===== src/rtl/fetch_pkg.sv =====
// Shared types and constants for the fetch stage: XLEN, instruction size,
// sequencer states and the instruction-buffer entry layout.
package fetch_pkg;

   localparam int unsigned XLEN        = 32;
   localparam int unsigned INSTR_BYTES = 4;

   typedef enum logic [1:0] {
      BOOT,
      RUN,
      FAULT
   } fetch_state_e;

   typedef struct packed {
      logic [XLEN-1:0] pc;
      logic [XLEN-1:0] instr;
   } buf_entry_t;

   function automatic logic is_aligned(input logic [XLEN-1:0] addr);
      return addr[1:0] == 2'b00;
   endfunction

endpackage


===== src/rtl/fetch_fifo.sv =====
// Small synchronous FIFO with registered storage, occupancy count and flush.
// Push while full is accepted only when a pop happens in the same cycle.
module fetch_fifo #(
   parameter int unsigned WIDTH = 32,
   parameter int unsigned DEPTH = 2,
   localparam int unsigned PTR_W = (DEPTH > 1) ? $clog2(DEPTH) : 1,
   localparam int unsigned CNT_W = $clog2(DEPTH + 1)
) (
   input  logic             clk,
   input  logic             rst,
   input  logic             flush,
   input  logic             push,
   input  logic [WIDTH-1:0] push_data,
   input  logic             pop,
   output logic [WIDTH-1:0] head,
   output logic [CNT_W-1:0] count
);

   logic [WIDTH-1:0] mem [DEPTH];
   logic [PTR_W-1:0] rd_ptr;
   logic [PTR_W-1:0] wr_ptr;
   logic             empty;
   logic             full;
   logic             do_push;
   logic             do_pop;

   function automatic logic [PTR_W-1:0] bump(input logic [PTR_W-1:0] p);
      return (p == PTR_W'(DEPTH - 1)) ? '0 : p + PTR_W'(1);
   endfunction

   assign empty   = (count == '0);
   assign full    = (count == CNT_W'(DEPTH));
   assign do_pop  = pop && !empty;
   assign do_push = push && (!full || do_pop);
   assign head    = mem[rd_ptr];

   always_ff @(posedge clk or posedge rst) begin
      if (rst) begin
         rd_ptr <= '0;
         wr_ptr <= '0;
         count  <= '0;
         for (int unsigned i = 0; i < DEPTH; i++) begin
            mem[i] <= '0;
         end
      end else if (flush) begin
         rd_ptr <= '0;
         wr_ptr <= '0;
         count  <= '0;
      end else begin
         if (do_push) begin
            mem[wr_ptr] <= push_data;
            wr_ptr      <= bump(wr_ptr);
         end
         if (do_pop) begin
            rd_ptr <= bump(rd_ptr);
         end
         if (do_push && !do_pop) begin
            count <= count + CNT_W'(1);
         end else if (!do_push && do_pop) begin
            count <= count - CNT_W'(1);
         end
      end
   end

endmodule


===== src/rtl/fetch_sequencer.sv =====
// Fetch-stage sequencer: issues in-order I-mem requests under a credit limit,
// buffers returned instructions for decode and squashes wrong-path traffic.
module fetch_sequencer
   import fetch_pkg::*;
#(
   parameter logic [31:0] RESET_PC        = 32'h0000_0000,
   parameter int unsigned BUF_DEPTH       = 2,
   parameter int unsigned MAX_OUTSTANDING = 2
) (
   input  logic            clk,
   input  logic            rst,
   input  logic            redirect_valid,
   input  logic [XLEN-1:0] redirect_addr,
   output logic            imem_req_valid,
   output logic [XLEN-1:0] imem_req_addr,
   input  logic            imem_req_ready,
   input  logic            imem_resp_valid,
   input  logic [XLEN-1:0] imem_resp_instr,
   output logic            out_valid,
   output logic [XLEN-1:0] out_instr,
   output logic [XLEN-1:0] out_pc,
   output logic [XLEN-1:0] out_pc_plus4,
   input  logic            out_ready,
   output logic            fault_valid,
   output logic [XLEN-1:0] fault_addr
);

   localparam int unsigned OUT_W = $clog2(MAX_OUTSTANDING + 1);
   localparam int unsigned OCC_W = $clog2(BUF_DEPTH + 1);

   fetch_state_e    state;
   logic [XLEN-1:0] pc_q;
   logic [XLEN-1:0] fault_addr_q;
   logic [OUT_W-1:0] outstanding;
   logic [OUT_W-1:0] stale_cnt;
   logic [OCC_W-1:0] occupancy;
   logic [XLEN-1:0] pcq_head;
   buf_entry_t      buf_head;
   buf_entry_t      buf_in;
   logic            req_fire;
   logic            drop_resp;
   logic            buf_push;
   logic            buf_pop;

   // Credit check uses only registered counts so redirect never reaches the request port.
   assign imem_req_valid = (state == RUN)
                         && (32'(outstanding) < MAX_OUTSTANDING)
                         && (32'(outstanding) + 32'(occupancy) < BUF_DEPTH);
   assign imem_req_addr  = pc_q;
   assign req_fire       = imem_req_valid && imem_req_ready;

   assign drop_resp = redirect_valid || (stale_cnt != '0);
   assign buf_push  = imem_resp_valid && !drop_resp;
   assign buf_pop   = out_valid && out_ready && !redirect_valid;
   assign buf_in    = '{pc: pcq_head, instr: imem_resp_instr};

   assign out_valid    = (state == RUN) && (occupancy != '0);
   assign out_instr    = out_valid ? buf_head.instr : '0;
   assign out_pc       = out_valid ? buf_head.pc : '0;
   assign out_pc_plus4 = out_valid ? buf_head.pc + XLEN'(INSTR_BYTES) : '0;
   assign fault_valid  = (state == FAULT);
   assign fault_addr   = fault_addr_q;

   fetch_fifo #(
      .WIDTH (XLEN),
      .DEPTH (MAX_OUTSTANDING)
   ) u_pc_queue (
      .clk       (clk),
      .rst       (rst),
      .flush     (1'b0),
      .push      (req_fire),
      .push_data (pc_q),
      .pop       (imem_resp_valid),
      .head      (pcq_head),
      .count     (outstanding)
   );

   fetch_fifo #(
      .WIDTH ($bits(buf_entry_t)),
      .DEPTH (BUF_DEPTH)
   ) u_instr_buf (
      .clk       (clk),
      .rst       (rst),
      .flush     (redirect_valid),
      .push      (buf_push),
      .push_data (buf_in),
      .pop       (buf_pop),
      .head      (buf_head),
      .count     (occupancy)
   );

   always_ff @(posedge clk or posedge rst) begin
      if (rst) begin
         state        <= BOOT;
         pc_q         <= RESET_PC;
         stale_cnt    <= '0;
         fault_addr_q <= '0;
      end else if (redirect_valid) begin
         // Everything in flight after this edge is wrong-path, including this cycle's accept.
         stale_cnt <= outstanding + OUT_W'(req_fire) - OUT_W'(imem_resp_valid);
         if (is_aligned(redirect_addr)) begin
            pc_q  <= redirect_addr;
            state <= RUN;
         end else begin
            if (state != FAULT) begin
               fault_addr_q <= redirect_addr;
            end
            state <= FAULT;
         end
      end else begin
         if (state == BOOT) begin
            state <= RUN;
         end
         if (req_fire) begin
            pc_q <= pc_q + XLEN'(INSTR_BYTES);
         end
         if (imem_resp_valid && (stale_cnt != '0)) begin
            stale_cnt <= stale_cnt - OUT_W'(1);
         end
      end
   end

endmodule


===== config.mk =====
export PLATFORM = sky130hd
export DESIGN_NAME = fetch_sequencer
export DESIGN_NICKNAME = d
export VERILOG_FILES = /design/src/rtl/fetch_pkg.sv /design/src/rtl/fetch_fifo.sv /design/src/rtl/fetch_sequencer.sv
export SDC_FILE = /design/constraint.sdc
export NUM_CORES = 1
export LEC_CHECK = 0
export ABC_AREA = 1
export BUFFER_PORTS_ARGS = -buffer_cell sky130_fd_sc_hd__buf_2
export CORE_MARGIN = 5
export CORE_UTILIZATION = 40
export DETAILED_ROUTE_END_ITERATION = 8
export SETUP_SLACK_MARGIN = 0.3
export SLEW_MARGIN = 20
export SYNTH_ARGS = -nofsm -noshare
export SYNTH_HDL_FRONTEND = slang
export SYNTH_SLANG_ARGS = --single-unit

===== constraint.sdc =====
create_clock -name clk -period 18.1 [get_ports clk]
set_input_delay 3.62 -clock clk [delete_from_list [all_inputs] [get_ports clk]]
set_output_delay 3.62 -clock clk [all_outputs]
set_load 0.005 [all_outputs]

==> results.cfg <==
[finish]
fin_cells = 2586
fin_nets = 2185
post-route-util_pct = 47.5
synthToLayoutAreaGrowth_pct = 18.0
antennaDiodeCount = 0
drive_gt1_share_pct = 15.3
postLayoutCellArea_mm2 = 0.0163

[clocking]
cts_tree = built
cts_setup_buffers = 0
post_cts_resize_count = 0
clkLatencyLatePin_ns = 0.55
htreeDepth = 1
cts_made_buffers = 30
clock-sinks = 268
ctsHoldBuffers = 0
cts.clk_slew.worst_paths_ns = 0.06
cts-root-buf = clkbuf_16
clock_path_buffers = 3

[synthesis]
ys.flop_type = dfrtp_1
syn-cell-area_mm2 = 0.0138
syn_inst = 1926
yosysTopAreaCellShare_pct = 48.6
synth_largest_area_cell = dfrtp_1
postSynth.asyncResetShare_pct = 100
synth_commonest_cells = nand2_1 (794), dfrtp_1 (268), o21ai_0 (243)
ys_warn_count = 0
avgSynthCellArea_um2 = 7.17
synth-edff-count = 0
ys_seq_elements = 268
synth.area.top_cells = dfrtp_1 (49%), nand2_1 (22%), o21ai_0 (8.8%)
synth_most_common_cell = nand2_1
synth_nets = 2003
seq_area_frac_synth_pct = 48.6
synth_cell_types = 33

[worst_hold_path]
hold_path.class = flip-flop to flip-flop

[timing]
hold_viol_final = 0
grt_setup_unrepaired = false
finalSetupViolations = 0
fin_crit_sh_pct = 37.6
max_freq_ghz = 0.147
layout_min_cycle_time_ns = 6.80
worst_pin_slew_ns = 0.947
fin_skew_ns = 0.0124
slew_headroom_pct = 36.8
drv_slew = 0
fin_tns_setup_ns = 0
fin_hold_ws_ns = 0.471

[power_and_ir_drop]
vdd.ir_drop.worst_mv = 0.0832
leakagePower_nw = 8.51
powerDensity_mw_per_mm2 = 139

[worst_setup_path]
worstPathArrival_ns = 3.18
crit_type = flip-flop to primary output
start_kind = flip-flop
cp-end-kind = primary output
cp_max_fo = 68
worstPathRequired_ns = 14.48

[routing]
avgViaCountPerCell = 4.91
wl_per_cell_um = 15.6
drt-total-wl_um = 40400
vias = 12700
postRouteAntennaNets = 0
initialDrtViolationCount = 985
dr.pass1.iters = 5
drc = 0

[die]
num_rows = 68
core_mm2 = 0.0343
die_h_um = 196
dieArea_mm2 = 0.0383
io_pins = 233
die_w_um = 196
initial_core_util_pct = 40.3

[place]
dpl-instance-area_mm2 = 0.0152
gp_congestion = 0.908
dp.cells = 2531
portBuffers = 232
hpwlAfterDp_um = 27800

[run_status]
outcome = completed

[flow_run]
cap_violations = 0

[global_route]
grt_pass1_wl_um = 66500
grt_pass1_vias = 12200
grt-ovfl-total = 0
gr-usage-all-layers_pct = 20.8
grt_max_degree = 118
antenna_found_initial = 0
## cell type report
cell class / count / area [µm²]
inverter: 161 / 614
clock inverter: 18 / 230
clock buffer: 37 / 848
timing repair buffer: 247 / 1280
tap: 455 / 569
fill: 3554 / 18000
sequential: 268 / 6710
multi-input combinational: 1400 / 6050
## state kept, by name, summed over array words and instances, names as in the netlist
register and count:
u_instr_buf.count 2, u_instr_buf.wr_ptr 1, u_pc_queue.count 2, state 2, stale_cnt 2, u_instr_buf.mem 128
fault_addr 32, imem_req_addr 32, u_instr_buf.rd_ptr 1, u_pc_queue.wr_ptr 1, u_pc_queue.mem 64, u_pc_queue.rd_ptr 1
## critical path, cell delays in order (launching register included)
cell,delay [ns]
dfrtp_2,0.38
buf_4,0.57
nand2_1,0.15
o21ai_2,0.17
ha_1,0.25
inv_1,0.08
nor2_1,0.24
nand3_1,0.16
nor2_2,0.19
o21ai_0,0.10
a21oi_1,0.14
buf_2,0.13
## routing by layer
metal	GRT usage [%]	vias to the layer above	wire [µm]
met2	30.7	405	17100
li1	-	6377	-
met4	5.35	0	1050
met1	31.1	5849	19200
met5	0	-	0
met3	4.43	60	3040
## power breakdown
group / switching, mW / internal, mW
combinational: 0.436 / 0.214
sequential: 0.138 / 0.826
clock: 0.250 / 0.403
## layout by cell type, fill, tap and decap left out, types with 2 or more instances in the layout
cell type / synthesis / layout
xnor2_1: 4 / 4
nor3_1: 7 / 7
nand2_1: 794 / 794
nor2_1: 165 / 164
clkbuf_8: 0 / 5
inv_1: 155 / 153
or2_2: 2 / 2
clkinvlp_4: 0 / 2
xor2_1: 15 / 15
inv_8: 0 / 2
nor2_4: 3 / 4
clkinv_2: 0 / 9
mux2_2: 3 / 3
nand3_1: 58 / 58
bufinv_16: 0 / 5
inv_2: 4 / 5
clkbuf_16: 0 / 31
ha_1: 6 / 6
nand4_1: 5 / 5
nand2_2: 3 / 3
a21oi_1: 82 / 82
buf_4: 7 / 14
dfrtp_1: 268 / 267
nor2_2: 2 / 2
o21ai_0: 243 / 243
buf_2: 19 / 232
## final timing paths
| check | end | slack, ns | start | cells past startpoint |
|---|---|---|---|---|
| setup / recovery | out_pc_plus4[12] | 11.30 | u_instr_buf.rd_ptr$_DFFE_PP0P_ | 11 |
| min in group asynchronous | fault_addr[7]$_DFFE_PP0P_ | 3.23 | rst | 2 |
| setup reg to reg | u_instr_buf.mem[90]$_DFFE_PP0P_ | 14.60 | state[1]$_DFFE_PP0P_ | 12 |
| hold / removal | u_instr_buf.mem[68]$_DFFE_PP0P_ | 0.47 | u_instr_buf.mem[68]$_DFFE_PP0P_ | 2 |
| max in group asynchronous | u_instr_buf.rd_ptr$_DFFE_PP0P_ | 13.35 | rst | 3 |
| hold reg to reg | u_instr_buf.mem[68]$_DFFE_PP0P_ | 0.47 | u_instr_buf.mem[68]$_DFFE_PP0P_ | 2 |
## through the flow
step	setup WS [ns]	total power [mW]
finish	11.30	2.27
global placement	11.76	1.60
global route	11.04	2.45
detailed placement	11.73	1.62
floorplan	7.10	1.39
CTS	11.28	2.29
## cell families (layout without fill, tap and decap cells)
kind of cell               count (synthesis)  count (layout)  synth area share [%]
DFF                                      268             268                  48.6
muxes                                      3               3                 0.245
adders and majority gates                  7               7                 0.689
xor gates and xnor gates                  19              19                  1.21
AOI/OAI and AO/OA                        330             330                  12.1
and+or+nand+nor                         1041            1041                  29.4
buffers and inverters                    258             463                  7.83
No activity file was read; power rests on OpenSTA's default activity.
